--- config.mk ---
export PLATFORM = sky130hd
export DESIGN_NAME = blk_mem_port_arbiter
export DESIGN_NICKNAME = d
export VERILOG_FILES = /design/src/rtl/blk_mem_port_arbiter.sv
export SDC_FILE = /design/constraint.sdc
export NUM_CORES = 1
export LEC_CHECK = 0
export CAP_MARGIN = 20
export CORE_MARGIN = 10
export CORE_UTILIZATION = 35
export CTS_CLUSTER_SIZE = 8
export DETAILED_ROUTE_END_ITERATION = 7
export GPL_ROUTABILITY_DRIVEN = 0
export MAX_ROUTING_LAYER = met4
export PLACE_DENSITY = 0.92
export SYNTH_ARGS = -nofsm -noshare
export SYNTH_HDL_FRONTEND = slang
export SYNTH_SLANG_ARGS = --single-unit
--- constraint.sdc ---
create_clock -name clk_a -period 2.47 [get_ports clk_a]
set_input_delay 0.494 -clock clk_a [delete_from_list [all_inputs] [get_ports clk_a]]
set_output_delay 0.494 -clock clk_a [all_outputs]
set_load 0.01 [all_outputs]
--- src/rtl/blk_mem_port_arbiter.sv ---
// blk_mem_port_arbiter
// Shares port A of the dual-port block-memory wrapper between two requesters
// on clock domain A using round-robin arbitration.
//   clk_a, arstz_aq          : clock and asynchronous active-low reset
//   req{0,1}_en/we/addr/din  : requester commands, held until granted
//   req{0,1}_gnt             : one-cycle pulse, command issued this cycle
//   req{0,1}_rvalid/rdata    : one-cycle read response, shared data register
//   mem_en/we/addr/din       : command to the wrapper port A
//   mem_dout/mem_valid       : read return from the wrapper port A
//   clr_err / timeout_err    : clear and sticky read-watchdog flag
// Writes issue combinationally in IDLE with no added latency. A read blocks
// further grants until its response (or watchdog abort) has been returned.
module blk_mem_port_arbiter #(
  parameter int ADDR_WIDTH = 12,
  parameter int DATA_WIDTH = 32,
  parameter int TIMEOUT    = 15
) (
  input  logic                  clk_a,
  input  logic                  arstz_aq,
  input  logic                  req0_en,
  input  logic                  req0_we,
  input  logic [ADDR_WIDTH-1:0] req0_addr,
  input  logic [DATA_WIDTH-1:0] req0_din,
  input  logic                  req1_en,
  input  logic                  req1_we,
  input  logic [ADDR_WIDTH-1:0] req1_addr,
  input  logic [DATA_WIDTH-1:0] req1_din,
  output logic                  req0_gnt,
  output logic                  req1_gnt,
  output logic                  req0_rvalid,
  output logic                  req1_rvalid,
  output logic [DATA_WIDTH-1:0] req0_rdata,
  output logic [DATA_WIDTH-1:0] req1_rdata,
  output logic                  mem_en,
  output logic                  mem_we,
  output logic [ADDR_WIDTH-1:0] mem_addr,
  output logic [DATA_WIDTH-1:0] mem_din,
  input  logic [DATA_WIDTH-1:0] mem_dout,
  input  logic                  mem_valid,
  input  logic                  clr_err,
  output logic                  timeout_err
);

  typedef enum logic [1:0] {
    IDLE    = 2'd0,
    RD_WAIT = 2'd1,
    RESP    = 2'd2
  } state_t;

  // Watchdog aborts on the cycle the counter reaches this value.
  localparam logic [7:0] WD_LAST = 8'(TIMEOUT - 1);

  state_t                state_q, state_d;
  logic                  last_gnt_q, last_gnt_d;
  logic                  owner_q, owner_d;
  logic [7:0]            wd_cnt_q, wd_cnt_d;
  logic [DATA_WIDTH-1:0] rdata_q, rdata_d;
  logic                  timeout_err_q, timeout_err_d;

  logic                  win_valid_s;
  logic                  win_s;
  logic                  issue_s;
  logic                  abort_s;
  logic                  sel_we_s;
  logic [ADDR_WIDTH-1:0] sel_addr_s;
  logic [DATA_WIDTH-1:0] sel_din_s;

  // Round-robin winner: on a tie the requester not granted last wins.
  always_comb begin
    win_valid_s = 1'b0;
    win_s       = 1'b0;
    if (req0_en && req1_en) begin
      win_valid_s = 1'b1;
      win_s       = ~last_gnt_q;
    end else if (req0_en) begin
      win_valid_s = 1'b1;
      win_s       = 1'b0;
    end else if (req1_en) begin
      win_valid_s = 1'b1;
      win_s       = 1'b1;
    end else begin
      win_valid_s = 1'b0;
      win_s       = 1'b0;
    end
  end

  assign sel_we_s   = win_s ? req1_we   : req0_we;
  assign sel_addr_s = win_s ? req1_addr : req0_addr;
  assign sel_din_s  = win_s ? req1_din  : req0_din;

  // Next-state logic for the issue / read-wait / response sequence.
  always_comb begin
    state_d    = state_q;
    last_gnt_d = last_gnt_q;
    owner_d    = owner_q;
    wd_cnt_d   = wd_cnt_q;
    rdata_d    = rdata_q;
    issue_s    = 1'b0;
    abort_s    = 1'b0;
    case (state_q)
      IDLE: begin
        if (win_valid_s) begin
          issue_s    = 1'b1;
          last_gnt_d = win_s;
          if (!sel_we_s) begin
            state_d  = RD_WAIT;
            owner_d  = win_s;
            wd_cnt_d = 8'd0;
          end else begin
            state_d = IDLE;
          end
        end else begin
          state_d = IDLE;
        end
      end
      RD_WAIT: begin
        if (mem_valid) begin
          rdata_d = mem_dout;
          state_d = RESP;
        end else if (wd_cnt_q == WD_LAST) begin
          rdata_d = {DATA_WIDTH{1'b0}};
          abort_s = 1'b1;
          state_d = RESP;
        end else begin
          wd_cnt_d = wd_cnt_q + 8'd1;
        end
      end
      RESP: begin
        state_d = IDLE;
      end
      default: begin
        state_d = IDLE;
      end
    endcase
  end

  // Sticky watchdog flag; a new abort outranks a simultaneous clear.
  always_comb begin
    if (abort_s) begin
      timeout_err_d = 1'b1;
    end else if (clr_err) begin
      timeout_err_d = 1'b0;
    end else begin
      timeout_err_d = timeout_err_q;
    end
  end

  // State and datapath registers.
  always_ff @(posedge clk_a or negedge arstz_aq) begin
    if (!arstz_aq) begin
      state_q       <= IDLE;
      last_gnt_q    <= 1'b1;
      owner_q       <= 1'b0;
      wd_cnt_q      <= 8'd0;
      rdata_q       <= {DATA_WIDTH{1'b0}};
      timeout_err_q <= 1'b0;
    end else begin
      state_q       <= state_d;
      last_gnt_q    <= last_gnt_d;
      owner_q       <= owner_d;
      wd_cnt_q      <= wd_cnt_d;
      rdata_q       <= rdata_d;
      timeout_err_q <= timeout_err_d;
    end
  end

  // Issue outputs are combinational from the requests, so they are gated by
  // reset to keep the wrapper port quiet while reset is asserted.
  assign req0_gnt = issue_s & ~win_s & arstz_aq;
  assign req1_gnt = issue_s &  win_s & arstz_aq;
  assign mem_en   = issue_s & arstz_aq;
  assign mem_we   = issue_s & sel_we_s & arstz_aq;
  assign mem_addr = (issue_s & arstz_aq) ? sel_addr_s : {ADDR_WIDTH{1'b0}};
  assign mem_din  = (issue_s & arstz_aq) ? sel_din_s  : {DATA_WIDTH{1'b0}};

  assign req0_rvalid = (state_q == RESP) && !owner_q;
  assign req1_rvalid = (state_q == RESP) &&  owner_q;
  assign req0_rdata  = rdata_q;
  assign req1_rdata  = rdata_q;
  assign timeout_err = timeout_err_q;

endmodule

==> out/metrics.cfg, run 1 <==
[floorplanning]
die_area_sq_um = 11900
rows = 32
start_util = 0.360
die_y_um = 109
die_w_um = 109
ioPinCount = 243
core_area_sq_um = 7730

[clocking]
cts_buffer_depth = 2
tritoncts = yes
cts_buffers = 5
clk_pin_slew_ps = 90
root_buffer = clkbuf_8
h-tree-depth = 2
clock_latency_ps = 290
hold_buffers = 0
clkSinkCount = 45

[global_route]
grt_util_met3 = 0.0779
grt_max_degree = 49
grt_overflow = 0
grtUsageMet1 = 0.225
grt-busiest-layer = met2
grt_pass1_wl_um = 18200
grt_pass1_vias = 3311
antenna_found_initial = 0
grt_use_total = 0.198
grtUsageMet2 = 0.324

[sta]
setup_ws_ps = 86.0
finalCriticalPeriod_ps = 2380
setup_viol = 0
worst_pin_slew_ps = 544
drv_slew = 0
finalClockSkew_ps = 7.21
setup_tns_ps = 0
finalHoldViolCount = 0
holdWs_ps = 312
rsz0062_at_grt = false
slew_headroom = 0.637
max_freq_mhz = 419
fin_crit_sh = 0.965

[logic_synthesis]
synth-simple-area-share = 0.186
synth_area_per_cell_sq_um = 8.41
async_flop_share = 1.00
syn_nets = 461
ys_seq_elements = 45
synth-seq-area-share = 0.405
synth.area.mux_share = 0.0112
synth_area_sq_um = 2790
synth_fa_ha_area_frac = 0.00898
synth_top_family_by_area = compound AO/OA/AOI/OAI gates
ys_types = 42
synth-xor-area-share = 0
yosys_warnings = 0
synth-main-ff-cell = dfrtp_1
syn_inst = 331
synth_edf_count = 0
synth_compound_area_frac = 0.242

[placed_design]
dp.cells = 630
hpwl_um = 9880
pre_cts_slack_ps = -382
io_buffers = 242

[finish]
nNetsFinal = 671
drive_gt1_frac = 0.103
antenna_cells = 0
finalNonFillerCells = 644
area_delta_synth_final_pct = 87.6
n_fill_cell = 597

[pwr]
p_total_w = 0.00455
powerDensity_nw_per_um2 = 870
vdd_drop_max_mv = 0.683
p_leak_nw = 2.36

[route]
drc_errors = 0
first_pass_iters = 4
drt-total-wl_um = 12400
wl_per_cell_um = 19.3
num_vias = 3177
drt_iter0_drc = 129
postRouteAntennaNets = 0
via_per_inst = 4.93

[job]
cap_violations = 0

[min_path]
min_path_type = in -> async

[setup_path]
arrival_ps = 1890
cp_max_fo = 23
crit_path_end_kind = output pin
worstSetupPathType = in -> out
ff2ff_path_depth = 8
critPathRequiredTime_ps = 1980
start_kind = input port

[outcome]
status = finished, final reports clean

## metal layers
metal	routed length, um	vias up	part of all wire
li1	-	1521	-
met3	1450	15	0.12
met5	0	-	0
met4	159	0	0.013
met2	5910	191	0.47
met1	4930	1450	0.40
## cells in the final DEF (no fill, tap or decap), types with 4 or more instances in the layout
master,netlist,routed
o21ai_0,4,4
clkbuf_8,0,6
buf_2,8,12
inv_1,8,8
buf_4,33,10
a31oi_1,4,4
a21oi_1,46,46
clkdlybuf4s50_1,0,192
nand2_1,95,95
nor2_1,6,5
clkdlybuf4s15_1,0,7
a22o_1,32,32
dlygate4sd2_1,0,24
dfrtp_1,44,42
## cell type report
class,count,area (sq um),share of cell area
repair buffers,259,2550,0.488
clock buffers,6,82.6,0.0158
multi-input cells,222,1270,0.243
inverters,8,30.0,0.00575
flip-flops and latches,45,1130,0.216
clock inverters,2,37.5,0.00718
well taps,102,128,0.0244
## where the power goes
| part | switching, W | internal (W) |
|---|---|---|
| Combinational | 0.00108 | 0.00155 |
| Clock | 0.000247 | 0.000329 |
| Sequential | 0.000308 | 0.00104 |
| Total | 0.00164 | 0.00291 |
## cells by family (layout without fill, tap and decap cells)
group	after synthesis	in the layout
buf+inv	64	275
fa+ha+maj	2	2
mux	3	3
simple gates	119	119
compound gates	98	98
flops	45	45
## stage by stage
stage          cell area [sq um]   util
2_1_floorplan               2790      -
5_1_grt                     5230  0.676
6_report                    5230  0.676
3_3_place_gp                5080  0.658
4_1_cts                     5210  0.674
3_5_place_dp                5080  0.658
## worst max-delay path, cell delays in order
cell and delay, ps:
dlygate4sd2_1 260, buf_4 150, a21boi_4 150, buf_4 130, buf_12 150, nand2_1 70, a21oi_1 160, dlygate4sd2_1 310
## Yosys cell counts, types with 2 or more instances
master,instances,area share
a21oi_1,46,0.083
a22o_1,32,0.10
a31oi_1,4,0.0090
a41oi_1,3,0.0094
and3_1,2,0.0045
buf_1,2,0.0027
buf_2,8,0.014
buf_4,33,0.089
buf_6,3,0.012
clkbuf_1,9,0.012
dfrtp_1,44,0.40
ha_1,2,0.0090
inv_1,8,0.011
mux2i_1,2,0.0072
nand2_1,95,0.13
nand3_1,3,0.0054
nor2_1,6,0.0081
o21ai_0,4,0.0072
o21ai_1,2,0.0036
## final timing paths
path	endpoint	from	slack (ps)
setup / recovery	mem_din[27]	req0_en	90
hold / removal	req0_rdata[2]	arstz_aq	310
setup reg to reg	wd_cnt_q[7]	last_gnt_q	730
hold reg to reg	wd_cnt_q[7]	wd_cnt_q[7]	510
max in group asynchronous	state_q[1]	arstz_aq	1760
min in group clk_a	wd_cnt_q[7]	wd_cnt_q[7]	510
## flip-flops by register name (all words and copies together) (netlist names)
| signal | cells |
|---|---|
| req0_rdata | 32 |
| wd_cnt_q | 8 |
| state_q | 2 |
| last_gnt_q | 1 |
| owner_q | 1 |
| timeout_err | 1 |
## repair_timing
item	in CTS	in global routing
cloned	2	0
gates resized for setup	93	13
buffers inserted	3	1
setup endpoints to repair	48	10
hold endpoints to repair	0	0
pin swaps	1	0
(Power assumes the default switching activity.)
==> inputs of run 2 (changes only) <==
CELL_PAD_IN_SITES_DETAIL_PLACEMENT = 0   (was unset)
CELL_PAD_IN_SITES_GLOBAL_PLACEMENT = 2   (was unset)
CORE_UTILIZATION = 17   (was 35)
MAX_ROUTING_LAYER = unset   (was met4)
PLACE_DENSITY = unset   (was 0.92)
PLACE_DENSITY_LB_ADDON = 0.3   (was unset)
==> run 2 against run 1 <==
- sequential cell count unchanged
- worst hold slack better by 10 ps
- critical path depth down 1
- largest cell class unchanged
- critical endpoint is now mem_addr[6]
- sequential power down 3%
- die area up 84%
==> out/metrics.cfg, run 2 (synthesized netlist as in run 1, its figures left out) <==
[min_path]
min_path_type = in -> async

[clocking]
clkSinkCount = 45
tritoncts = yes
h-tree-depth = 2
clk_pin_slew_ps = 60
cts_buffers = 5
cts_buffer_depth = 2
root_buffer = clkbuf_16
clock_latency_ps = 290
hold_buffers = 0

[job]
cap_violations = 0

[placed_design]
dp.cells = 747
hpwl_um = 10400
io_buffers = 242

[route]
via_per_inst = 4.09
first_pass_iters = 4
drt_iter0_drc = 86
drc_errors = 0
drt-total-wl_um = 13900
postRouteAntennaNets = 0
num_vias = 3118
wl_per_cell_um = 18.2

[setup_path]
cp_max_fo = 11
start_kind = input port
crit_path_end_kind = output pin
critPathRequiredTime_ps = 1980
worstSetupPathType = in -> out
arrival_ps = 1900

[pwr]
clock_power_share = 0.147
seqPwrFrac = 0.280
powerDensity_nw_per_um2 = 874
pwr-share-comb = 0.573
p_total_w = 0.00469
p_sw_w = 0.00168
p_leak_nw = 2.34
p_int_w = 0.00302
vdd_drop_max_mv = 0.533
p_sw_frac = 0.357

[floorplanning]
start_util = 0.175
ioPinCount = 243
die_area_sq_um = 21900
rows = 46
core_area_sq_um = 15900
die_y_um = 148
die_w_um = 148

[sta]
finalCriticalPeriod_ps = 2390
finalHoldViolCount = 0
worst_pin_slew_ps = 575
drv_slew = 0
max_freq_mhz = 418
setup_viol = 0
finalClockSkew_ps = 3.32
fin_crit_sh = 0.968
slew_headroom = 0.616
setup_tns_ps = 0

[finish]
nNetsFinal = 675
area_delta_synth_final_pct = 92.9
largest_reg_flops = 32
antenna_cells = 0
final_common_cell = clkdlybuf4s50_1
finalNonFillerCells = 762
layout.cells.most_common_list = clkdlybuf4s50_1, nand2_1, a21oi_1, dfrtp_1
drive_gt1_frac = 0.145

[global_route]
antenna_found_initial = 1
grt_overflow = 0
grt_max_degree = 46
grt_use_total = 0.117
grt_pass1_wl_um = 20200
grt_pass1_vias = 3325

[outcome]
status = finished, final reports clean

==> run 2: worst paths after layout <==
kind	startpoint	to	slack, ps	cells after the start
setup / recovery	req0_en	mem_addr[6]	80	7
hold / removal	arstz_aq	owner_q	320	2
setup reg to reg	wd_cnt_q[6]	req0_rdata[22]	770	5
hold reg to reg	wd_cnt_q[7]	wd_cnt_q[7]	480	1
max in group asynchronous	arstz_aq	req0_rdata[18]	1740	2
min in group clk_a	wd_cnt_q[7]	wd_cnt_q[7]	480	1
==> run 2: what timing repair did <==
action,in CTS,in global routing
buffers inserted,1,2
pin swaps,2,3
setup endpoints to repair,48,40
cloned,4,0
gates resized for setup,63,74
==> run 2: layout make-up <==
| class | count | area [sq um] |
|---|---|---|
| timing repair buffer | 263 | 2520 |
| sequential | 45 | 1130 |
| fill | 1680 | 10600 |
| clock buffer | 6 | 139 |
| inverter | 8 | 30.0 |
| multi-input combinational | 222 | 1270 |
| tap | 216 | 270 |
| clock inverter | 2 | 13.8 |
==> run 2: critical path: stages <==
cell and delay [ps]:
dlygate4sd2_1 260, buf_4 150, a21boi_4 220, bufbuf_16 320, nand2_1 60, a21oi_1 140, clkdlybuf4s15_1 270
==> run 2: power by group through the flow <==
stage / combinational [W] / sequential (W) / clock, W
2_1_floorplan: 0.00127 / 0.00137 / 0
3_3_place_gp: 0.00270 / 0.00133 / 0
3_5_place_dp: 0.00271 / 0.00131 / 0
4_1_cts: 0.00275 / 0.00133 / 0.000721
5_1_grt: 0.00290 / 0.00137 / 0.000744
6_report: 0.00269 / 0.00131 / 0.000689
==> run 2: metrics by stage <==
stage	hold WS [ps]	utilization	setup WS (ps)	instance area [sq um]
after floorplan	198	-	518	2790
after global placement	472	0.329	-503	5250
after detailed placement	480	0.329	-491	5250
after CTS	366	0.343	1.03	5470
after global routing	379	0.337	-0.396	5370
final	323	0.337	79.1	5370
==> run 2: per-layer routing <==
layer	vias up	global-route usage	routed length [um]
met1	1375	0.145	6130
met5	-	0	20
met4	2	0.0263	133
met2	204	0.177	5770
li1	1528	-	-
met3	9	0.0604	1810
==> inputs of run 3 (changes only) <==
RECOVER_POWER = 25   (was unset)
==> run 3 against run 2 <==
- utilization is 0.094 points lower
- worst hold slack improved by 170 ps
- non-clock buffer count unchanged
- fmax about the same
- power decreased by 0.16%
- combinational power barely moved
- worst setup slack barely moved
- die area is the same
- clock power hardly changed
- largest power group unchanged
==> out/metrics.cfg, run 3 (synthesized netlist as in run 1, its figures left out) <==
[pwr]
p_leak_nw = 2.33
pwr-share-comb = 0.573
clock_power_share = 0.147
p_sw_w = 0.00168
p_int_w = 0.00301
seqPwrFrac = 0.280
vdd_drop_max_mv = 0.532
powerDensity_nw_per_um2 = 875
p_total_w = 0.00469
p_sw_frac = 0.358

[setup_path]
crit_path_top_delay_cell = bufbuf_16
cp_max_fo = 11
crit_path_end_kind = output pin
r2r_slack_ps = 420
path_buf_inv = 4
r2r_end = req0_rdata[22]
worstReg2RegStart = wd_cnt_q[6]
crit_path_end = mem_addr[6]
crit_chain = dlygate4sd2_1 > buf_4 > a21boi_4 > bufbuf_16 > nand2_1 > a21oi_1 > clkdlybuf4s15_1
slowest_delay_ps = 320
cp.depth = 7
ff2ff_path_depth = 5
arrival_ps = 1900
startpoint = req0_en
path_delay_family = buffers and inverters
start_kind = input port
worstSetupPathType = in -> out
critPathRequiredTime_ps = 1980

[finish]
nNetsFinal = 675
area_delta_synth_final_pct = 92.3
utilization = 0.336
largest_reg_flops = 32
drive_gt1_frac = 0.139
layout.cells.most_common_list = clkdlybuf4s50_1, nand2_1, a21oi_1, dfrtp_1, clkbuf_2
multi_input_area_sq_um = 1270
n_fill_cell = 1683
final_cell_area_sq_um = 5360
antenna_cells = 0
final_common_cell = clkdlybuf4s50_1
seq_area_sq_um = 1130

[sta]
finalHoldViolCount = 0
finalClockSkew_ps = 3.28
setup_viol = 0
max_freq_mhz = 418
finalCriticalPeriod_ps = 2390
worst_pin_slew_ps = 1120
fin_crit_sh = 0.968
slew_headroom = 0.256
drv_slew = 0

[clocking]
cts_buffer_depth = 2
tritoncts = yes
h-tree-depth = 2
clock_latency_ps = 290
root_buffer = clkbuf_16
clkSinkCount = 45
cts_buffers = 5
clk_pin_slew_ps = 60

[floorplanning]
start_util = 0.175
core_area_sq_um = 15900
ioPinCount = 243
die_area_sq_um = 21900
die_w_um = 148
rows = 46
die_y_um = 148

[route]
drc_errors = 0
drt_iter0_drc = 92
num_vias = 3140
wl_per_cell_um = 18.2
via_per_inst = 4.12
postRouteAntennaNets = 0
drt-total-wl_um = 13900
first_pass_iters = 4

[job]
cap_violations = 0

[min_path]
hp-start = wd_cnt_q[7]
min_path_type = reg -> reg

[global_route]
grtUsageMet2 = 0.177
grt_use_total = 0.117
grt_max_degree = 46
grt-busiest-layer = met2
grt_util_met3 = 0.0604
grt_overflow = 0
grt_pass1_vias = 3325
grtUsageMet1 = 0.145
antenna_found_initial = 1
grt_pass1_wl_um = 20200

[placed_design]
io_buffers = 242
placed_cell_area_sq_um = 5250
hpwl_um = 10400

[outcome]
status = finished, final reports clean

-- run 3: power groups by stage --
stage,registers [W],logic (W),clock network [W]
after floorplan,0.00137,0.00127,0
after global placement,0.00133,0.00270,0
after detailed placement,0.00131,0.00271,0
after CTS,0.00133,0.00275,0.000721
after global routing,0.00137,0.00289,0.000744
final,0.00131,0.00268,0.000689
-- run 3: worst min-delay path by stage --
stage          depth (start not counted)  slack [ps]     endpoint
3_5_place_dp                           1         480  wd_cnt_q[7]
5_1_grt                                1         540  wd_cnt_q[7]
6_report                               1         490  wd_cnt_q[7]
2_1_floorplan                          0         200      owner_q
4_1_cts                                2         370      owner_q
3_3_place_gp                           1         470  wd_cnt_q[7]
-- run 3: final cells by class --
cell class	count	share of cell area
Timing Repair Buffer	263	0.469
Inverter	8	0.00561
Multi-Input combinational cell	222	0.236
Clock buffer	6	0.0259
Sequential cell	45	0.210
Tap cell	216	0.0505
Clock inverter	2	0.00257
-- run 3: what timing repair did --
item / in CTS / in global routing
pin swaps: 2 / 3
gates resized for setup: 63 / 74
setup endpoints to repair: 48 / 40
cloned: 4 / 0
hold endpoints to repair: 0 / 0
hold buffers: 0 / 0
setup buffers: 1 / 2
-- run 3: metrics by stage --
| stage | setup WS (ps) | cells | TNS (ps) | hold slack [ps] |
|---|---|---|---|---|
| finish | 79.1 | 762 | 0 | 489 |
| global route | -0.396 | 762 | -0.396 | 544 |
| CTS | 1.03 | 760 | 0 | 366 |
| detailed placement | -491 | 747 | -15580 | 480 |
| global placement | -503 | 747 | -14880 | 472 |
| floorplan | 518 | 331 | 0 | 198 |
-- run 3: worst reg2reg max path: stages, from the launching register on --
cell	delay (ps)
dfrtp_1	410
and4bb_4	370
and3_1	260
o21ai_4	60
clkbuf_2	430
a22o_1	410
-- run 3: metal layers --
metal  vias to the layer above  wire [um]
met5                         -         13
met1                      1387       6160
met2                       207       5760
met3                         9       1810
li1                       1535          -
met4                         2        133
